### config.mk
export PLATFORM = sky130hd
export DESIGN_NAME = cv32e40p_ft_replica_ctrl
export DESIGN_NICKNAME = d
export VERILOG_FILES = /design/src/rtl/cv32e40p_pkg2_ft.sv /design/src/rtl/cv32e40p_ft_sat_counter.sv /design/src/rtl/cv32e40p_ft_replica_ctrl.sv
export SDC_FILE = /design/constraint.sdc
export NUM_CORES = 1
export LEC_CHECK = 0
export BUFFER_PORTS_ARGS = -buffer_cell sky130_fd_sc_hd__buf_4
export CAP_MARGIN = 30
export CORE_UTILIZATION = 57
export CTS_CLUSTER_DIAMETER = 80
export DETAILED_ROUTE_END_ITERATION = 12
export PLACE_DENSITY = 0.84
export REMOVE_ABC_BUFFERS = 1
export SYNTH_ARGS = -nofsm -noshare
export SYNTH_HDL_FRONTEND = slang
export SYNTH_SLANG_ARGS = --single-unit
### constraint.sdc
create_clock -name clk -period 5.2 [get_ports clk]
set_input_delay 1.56 -clock clk [delete_from_list [all_inputs] [get_ports clk]]
set_output_delay 1.56 -clock clk [all_outputs]
set_load 0.05 [all_outputs]
### src/rtl/cv32e40p_pkg2_ft.sv
// Shared fault-tolerance types and defaults for the replica controllers.
package cv32e40p_pkg2_ft;

  typedef enum logic [1:0] {
    NORMAL   = 2'd0,
    DEGRADED = 2'd1,
    RELEASE  = 2'd2,
    FATAL    = 2'd3
  } ft_replica_ctrl_state_e;

  localparam int FTCTRL_CNT_W        = 16;
  localparam int FTCTRL_RELEASE_WAIT = 8;

endpackage

### src/rtl/cv32e40p_ft_sat_counter.sv
// Saturating event counter; clear has priority over increment.
module cv32e40p_ft_sat_counter #(
  parameter int W = 16
) (
  input  logic         clk,
  input  logic         rst,
  input  logic         clr_i,
  input  logic         inc_i,
  output logic [W-1:0] cnt_o
);

  logic [W-1:0] cnt_q, cnt_d;

  always_comb begin
    cnt_d = cnt_q;
    if (clr_i)                       cnt_d = '0;
    else if (inc_i && (cnt_q != '1)) cnt_d = cnt_q + W'(1);
  end

  always_ff @(posedge clk) begin
    if (rst) cnt_q <= '0;
    else     cnt_q <= cnt_d;
  end

  assign cnt_o = cnt_q;

endmodule

### src/rtl/cv32e40p_ft_replica_ctrl.sv
// Quarantine / re-admission controller for one triplicated unit, plus
// saturating detected/corrected error counters.
module cv32e40p_ft_replica_ctrl
  import cv32e40p_pkg2_ft::*;
#(
  parameter int CNT_W        = FTCTRL_CNT_W,
  parameter int RELEASE_WAIT = FTCTRL_RELEASE_WAIT
) (
  input  logic             clk,
  input  logic             rst,
  input  logic [2:0]       is_broken_i,
  input  logic             err_detected_i,
  input  logic             err_corrected_i,
  input  logic             force_valid_i,
  input  logic [2:0]       force_mask_i,
  output logic             force_ready_o,
  input  logic             release_valid_i,
  output logic             release_ready_o,
  input  logic             clr_cnt_i,
  output logic [2:0]       set_broken_o,
  output logic [1:0]       state_o,
  output logic             fatal_o,
  output logic [CNT_W-1:0] err_det_cnt_o,
  output logic [CNT_W-1:0] err_cor_cnt_o
);

  localparam int TW = $clog2(RELEASE_WAIT + 1);

  ft_replica_ctrl_state_e state_q, state_d;
  logic [2:0]    q_q, q_d;
  logic [TW-1:0] timer_q, timer_d;
  logic          fatal_q;
  logic          force_acc, rel_acc, reclass;
  logic [1:0]    pop;

  assign force_ready_o   = (state_q == NORMAL) || (state_q == DEGRADED);
  assign release_ready_o = (state_q == DEGRADED);
  assign force_acc       = force_valid_i & force_ready_o;
  assign rel_acc         = release_valid_i & release_ready_o;

  always_comb begin
    state_d = state_q;
    q_d     = q_q;
    timer_d = timer_q;
    reclass = 1'b0;
    pop     = 2'd0;
    case (state_q)
      NORMAL, DEGRADED: begin
        // Release wipes the mask even if a capture lands in the same cycle.
        if (rel_acc) begin
          q_d     = 3'b000;
          timer_d = TW'(RELEASE_WAIT);
          state_d = RELEASE;
        end else begin
          q_d     = q_q | is_broken_i | (force_acc ? force_mask_i : 3'b000);
          reclass = 1'b1;
        end
      end
      RELEASE: begin
        q_d     = 3'b000;
        timer_d = timer_q - TW'(1);
        if (timer_q == TW'(1)) begin
          q_d     = is_broken_i;
          timer_d = '0;
          reclass = 1'b1;
        end
      end
      FATAL: q_d = q_q | is_broken_i;
      default: begin
        state_d = NORMAL;
        q_d     = 3'b000;
        timer_d = '0;
      end
    endcase
    if (reclass) begin
      pop = 2'(q_d[0]) + 2'(q_d[1]) + 2'(q_d[2]);
      if (pop == 2'd0)      state_d = NORMAL;
      else if (pop == 2'd1) state_d = DEGRADED;
      else                  state_d = FATAL;
    end
  end

  always_ff @(posedge clk) begin
    if (rst) begin
      state_q <= NORMAL;
      q_q     <= 3'b000;
      timer_q <= '0;
      fatal_q <= 1'b0;
    end else begin
      state_q <= state_d;
      q_q     <= q_d;
      timer_q <= timer_d;
      fatal_q <= (state_d == FATAL);
    end
  end

  assign set_broken_o = q_q;
  assign state_o      = state_q;
  assign fatal_o      = fatal_q;

  cv32e40p_ft_sat_counter #(.W(CNT_W)) u_det_cnt (
    .clk   (clk),
    .rst   (rst),
    .clr_i (clr_cnt_i),
    .inc_i (err_detected_i),
    .cnt_o (err_det_cnt_o)
  );

  cv32e40p_ft_sat_counter #(.W(CNT_W)) u_cor_cnt (
    .clk   (clk),
    .rst   (rst),
    .clr_i (clr_cnt_i),
    .inc_i (err_corrected_i),
    .cnt_o (err_cor_cnt_o)
  );

endmodule

==> impl_metrics.env, run 1 <==
export IMPL_wire_per_inst_um=14.0
export IMPL_finalSetupViolations=0
export IMPL_critPathLaunchType="primary input"
export IMPL_yosysSeqAreaShare=0.390
export IMPL_p_leak_uw=0.00104
export IMPL_rrSetupSlack_ns=2.53
export IMPL_die_area_um2=4030
export IMPL_hold_path_class="reg2reg"
export IMPL_ys_types=43
export IMPL_syn_inst=262
export IMPL_vias=2216
export IMPL_drive_above_1_share=0.213
export IMPL_clock_sinks=42
export IMPL_clock_latency_ns=0.29
export IMPL_root_buffer="clkbuf_8"
export IMPL_yosys_top_cells_area="dfxtp_1 39%, a21oi_1 7.2%, o21ai_0 4.2%"
export IMPL_async_flop_share=0
export IMPL_antenna_left=0
export IMPL_critical_path_startpoint="release_valid_i"
export IMPL_critPathMaxFanout=5
export IMPL_first_pass_iters=4
export IMPL_slew_headroom=0.519
export IMPL_min_to="u_det_cnt.cnt_o[1]"
export IMPL_num_rows=21
export IMPL_fmax_ghz=0.328
export IMPL_cts_hold_buffers_added=0
export IMPL_path_delay_family="simple AND/OR/NAND/NOR gates"
export IMPL_status="finished clean"
export IMPL_yosys_area_top_type="dfxtp_1"
export IMPL_ys_flop_type="dfxtp_1"
export IMPL_antenna_found_initial=0
export IMPL_gr_total_overflow=0
export IMPL_nNetsFinal=332
export IMPL_gp_congestion=0.833
export IMPL_r2r_start="timer_q[0]"
export IMPL_initial_core_util=0.622
export IMPL_max_stage_delay_ns=0.46
export IMPL_cp_data_arrival_time_ns=3.28
export IMPL_p_per_area_nw_per_um2=333
export IMPL_ff2ff_path_depth=8
export IMPL_drt_total_wl_mm=5.04
export IMPL_grt_pass1_vias=1998
export IMPL_ir_drop_mv=0.270
export IMPL_synth_warnings=0
export IMPL_synth_edf_count=0
export IMPL_grt_pass1_wl_mm=8.68
export IMPL_hold_depth=2
export IMPL_io_buffer_count=52
export IMPL_layout_min_cycle_time_ns=3.05
export IMPL_numCtsBuffers=5
export IMPL_finClkSkew_ns=0.00869
export IMPL_crit_type="in2reg"
export IMPL_cts_tree="yes"
export IMPL_ys_seq_elements=42
export IMPL_final_core_util=0.765
export IMPL_cts_setup_buffers=0
export IMPL_clk_path_buf_depth=2
export IMPL_path_clk_slew_ns=0.08
export IMPL_drcViolationCount=0
export IMPL_die_x_um=63.5
export IMPL_die_height_um=63.5
export IMPL_dpl_hpwl_mm=3.70
export IMPL_path_cells="buf_4 -> nand3b_1 -> o21ai_0 -> or2_2 -> and2_1 -> fa_1 -> nand2b_1 -> a21oi_1"
export IMPL_ios=53
export IMPL_rsz0062_at_grt="no"
export IMPL_slew_violations=0
export IMPL_fin_crit_sh=0.586
export IMPL_first_iter_violations=189
export IMPL_synth_area_um2=2160
export IMPL_tns_ns=0
export IMPL_area_growth_synth_to_final_pct=23.0
export IMPL_antenna_cells=0
export IMPL_tightestPinTransition_ns=0.716
export IMPL_cts_resized=0
export IMPL_required_ns=5.43
export IMPL_max_cap_violations=0
export IMPL_crit_path_end_kind="flip-flop"
export IMPL_crit_buf_inv=1
export IMPL_cp_slowest_cell="fa_1"
export IMPL_vias_per_cell=6.16
export IMPL_worstHoldStart="u_det_cnt.cnt_o[1]"
export IMPL_grt_max_degree=28
export IMPL_report_final_hold_viol_count=0
export IMPL_gr_usage_all_layers=0.264
export IMPL_worstReg2RegEnd="fatal_o"
export IMPL_synth_top_area_frac=0.390
export IMPL_h_tree_depth=2
export IMPL_avgSynthCellArea_um2=8.23
export IMPL_coreArea_um2=3470
-- how the worst max path moves through the flow --
stage	slack [ns]	endpoint	depth (start not counted)
2_1_floorplan	2.12	state_o[0]	8
3_3_place_gp	1.92	state_o[0]	9
3_5_place_dp	1.88	fatal_o	8
4_1_cts	2.18	fatal_o	8
5_1_grt	2.03	state_o[0]	9
6_report	2.15	fatal_o	8
-- cell usage after synthesis (6+ instances only) --
cell type,instances
inv_1,9
nor3_1,10
dfxtp_1,42
nand3_1,10
and3_1,7
a21oi_1,31
or4_1,7
o21ai_0,18
clkbuf_1,6
a31oi_1,6
or3_1,14
nor2_1,12
nand2_1,23
nand4_1,11
-- worst reg2reg max path: stages, from the launching register on --
cell,delay (ns)
dfxtp_1,0.40
ha_1,0.19
nor3b_1,0.51
o21ai_0,0.25
or2_2,0.35
and2_1,0.18
fa_1,0.46
nand2b_1,0.16
a21oi_1,0.12
-- cells in the final DEF (no fill, tap or decap), types with 2 or more instances in the layout --
cell and instances:
a21oi_1 31, a31oi_1 6, a41o_1 2, and2_1 5
and3_1 7, and4_1 4, buf_4 52, clkbuf_1 2
clkbuf_8 5, dfxtp_1 42, ha_1 4, inv_1 9
nand2_1 23, nand2b_1 2, nand3_1 10, nand3b_1 2
nand4_1 11, nand4_2 2, nor2_1 12, nor2b_1 2
nor3_1 10, nor4_1 2, o21ai_0 18, o311ai_0 3
o31ai_1 5, o41ai_1 3, or2_2 4, or3_1 14
or4_1 7
-- layout make-up --
type                            instances  area (um^2)
Multi-Input combinational cell        204         1250
Sequential cell                        42          841
Fill cell                             285          816
Timing Repair Buffer                   52          390
Clock buffer                            7         76.3
Tap cell                               46         57.6
Inverter                                9         33.8
-- where the power goes --
part	internal [uW]	switching, uW
combinational	114	190
sequential	353	30.3
clock	92.6	104
-- per-layer routing --
metal	wire length (um)	track usage	vias to the layer above
met5	0	0	-
met4	40	0.0568	0
met3	218	0.0598	7
met2	2540	0.481	62
met1	2240	0.309	1050
li1	-	-	1097
-- state kept, by name (all words and copies together), names as in the netlist --
register	cells
u_cor_cnt.cnt_o	16
u_det_cnt.cnt_o	16
timer_q	4
set_broken_o	3
state_o	2
fatal_o	1
-- per-stage QoR --
step	cells	worst slack [ns]	area (um^2)	hold slack, ns	power [uW]
finish	360	2.15	2650	0.514	883
global route	360	2.03	2650	0.541	936
CTS	360	2.18	2650	0.520	885
detailed placement	353	1.88	2580	0.497	692
global placement	353	1.92	2580	0.483	686
floorplan	255	2.12	2130	0.459	609
-- cells by family after synthesis --
| logic type | Yosys count | synth area share |
|---|---|---|
| compound gates | 74 | 0.205 |
| buf+inv | 16 | 0.0284 |
| simple gates | 122 | 0.331 |
| mux | 1 | 0.00464 |
| xor+xnor | 2 | 0.00813 |
| fa+ha+maj | 5 | 0.0325 |
| flops | 42 | 0.390 |
(Power assumes the default switching activity.)
==> inputs of run 2 (changes only) <==
CORE_UTILIZATION = 53   (was 57)
PLACE_DENSITY = 0.79   (was 0.84)
clock period = 3.1 ns   (was 5.2 ns; I/O delays follow)
==> impl_metrics.env, run 2 (synthesized netlist as in run 1, its figures left out) <==
export IMPL_status="finished clean"
export IMPL_finClkSkew_ns=0.00447
export IMPL_ios=53
export IMPL_critPathLaunchType="flip-flop"
export IMPL_tightestPinTransition_ns=0.745
export IMPL_rsz0062_at_grt="no"
export IMPL_antenna_found_initial=0
export IMPL_drive_above_1_share=0.219
export IMPL_fin_crit_sh=0.830
export IMPL_h_tree_depth=2
export IMPL_first_iter_violations=159
export IMPL_layout_min_cycle_time_ns=2.57
export IMPL_die_height_um=65.8
export IMPL_clock_latency_ns=0.29
export IMPL_die_area_um2=4330
export IMPL_io_buffer_count=52
export IMPL_wire_per_inst_um=14.0
export IMPL_drt_total_wl_mm=5.10
export IMPL_final_common_cell="buf_4"
export IMPL_root_buffer="clkbuf_8"
export IMPL_vias_per_cell=5.95
export IMPL_drcViolationCount=0
export IMPL_clock_sinks=42
export IMPL_cts_resized=0
export IMPL_report_final_hold_viol_count=0
export IMPL_ff2ff_path_depth=8
export IMPL_gr_usage_all_layers=0.246
export IMPL_slew_headroom=0.499
export IMPL_fmax_ghz=0.389
export IMPL_gp_congestion=0.856
export IMPL_cp_data_arrival_time_ns=2.80
export IMPL_critPathMaxFanout=5
export IMPL_rrSetupSlack_ns=0.53
export IMPL_numCtsBuffers=5
export IMPL_grt_pass1_vias=1806
export IMPL_cts_setup_buffers=0
export IMPL_nNetsFinal=332
export IMPL_cts_hold_buffers_added=0
export IMPL_final_area_um2=2670
export IMPL_p_per_area_nw_per_um2=569
export IMPL_hold_depth=2
export IMPL_tns_ns=0
export IMPL_coreArea_um2=3770
export IMPL_min_to="u_det_cnt.cnt_o[15]"
export IMPL_crit_type="reg2reg"
export IMPL_die_x_um=65.8
export IMPL_num_rows=22
export IMPL_required_ns=3.33
export IMPL_slew_violations=0
export IMPL_worstHoldStart="u_det_cnt.cnt_o[15]"
export IMPL_path_clk_slew_ns=0.08
export IMPL_final_cells=363
export IMPL_dpl_hpwl_mm=3.61
export IMPL_r2r_start="timer_q[0]"
export IMPL_critical_path_startpoint="timer_q[0]"
export IMPL_gr_total_overflow=0
export IMPL_p_leak_uw=0.00105
export IMPL_hold_ws_ns=0.489
export IMPL_first_pass_iters=4
export IMPL_ir_drop_mv=0.342
export IMPL_worstReg2RegEnd="fatal_o"
export IMPL_seq_area_um2=841
export IMPL_grt_max_degree=28
export IMPL_cts_tree="yes"
export IMPL_area_growth_synth_to_final_pct=23.9
export IMPL_antenna_left=0
export IMPL_fill_cells=336
export IMPL_initial_core_util=0.572
export IMPL_vias=2159
export IMPL_multi_input_area_um2=1250
export IMPL_dpl_instance_area_um2=2580
export IMPL_crit_path_end_kind="flip-flop"
export IMPL_final_core_util=0.708
export IMPL_hold_path_class="reg2reg"
export IMPL_max_cap_violations=0
export IMPL_finalSetupViolations=0
export IMPL_grt_pass1_wl_mm=8.28
export IMPL_antenna_cells=0
export IMPL_final_cell_mix="52 x buf_4, 42 x dfxtp_1, 31 x a21oi_1, 23 x nand2_1, 18 x o21ai_0"
export IMPL_dp_cells=355
export IMPL_clk_path_buf_depth=2
[run 2: cell types whose count changed in the layout (fill, tap and decap cells not counted)]
| cell | previous run | this run |
|---|---|---|
| clkbuf_1 | 2 | 1 |
| clkinv_2 | 0 | 1 |
| clkbuf_8 | 5 | 6 |
[run 2: metal layers]
metal	wire length (um)	track usage	up-vias
met5	0	0	-
met4	64	0.0897	0
met3	171	0.0448	7
met2	2370	0.401	47
met1	2490	0.322	1002
li1	-	-	1103
[run 2: worst max-delay path, cell delays in order, from the launching register on]
cell and delay [ns]:
dfxtp_1 0.40, ha_1 0.18, nor3b_1 0.45, o21ai_0 0.21, or2_2 0.33, and2_1 0.18
fa_1 0.46, nand2b_1 0.16, a21oi_1 0.14
[run 2: how the worst max path moves through the flow]
stage                      end  slack [ns]  depth (start not counted)
global route           fatal_o        0.31                          8
global placement    state_o[0]        0.46                          9
floorplan           state_o[0]        0.65                          8
finish                 fatal_o        0.53                          8
detailed placement     fatal_o        0.41                          8
CTS                    fatal_o        0.51                          8
[run 2: per-stage QoR]
| stage | power, uW | setup WS (ns) |
|---|---|---|
| finish | 1520 | 0.528 |
| detailed placement | 1170 | 0.413 |
| CTS | 1530 | 0.509 |
| global placement | 1150 | 0.457 |
| floorplan | 1020 | 0.648 |
| global route | 1610 | 0.308 |
[run 2: power breakdown]
part | internal, uW | switching (uW)
combinational | 193 | 318
sequential | 591 | 50.9
clock | 180 | 187
[run 2: layout make-up]
cell class,count,share of cell area
Multi-Input combinational cell,204,0.470
Sequential cell,42,0.315
Timing Repair Buffer,52,0.146
Clock buffer,7,0.0323
Tap cell,48,0.0225
Inverter,9,0.0127
Clock inverter,1,0.00187
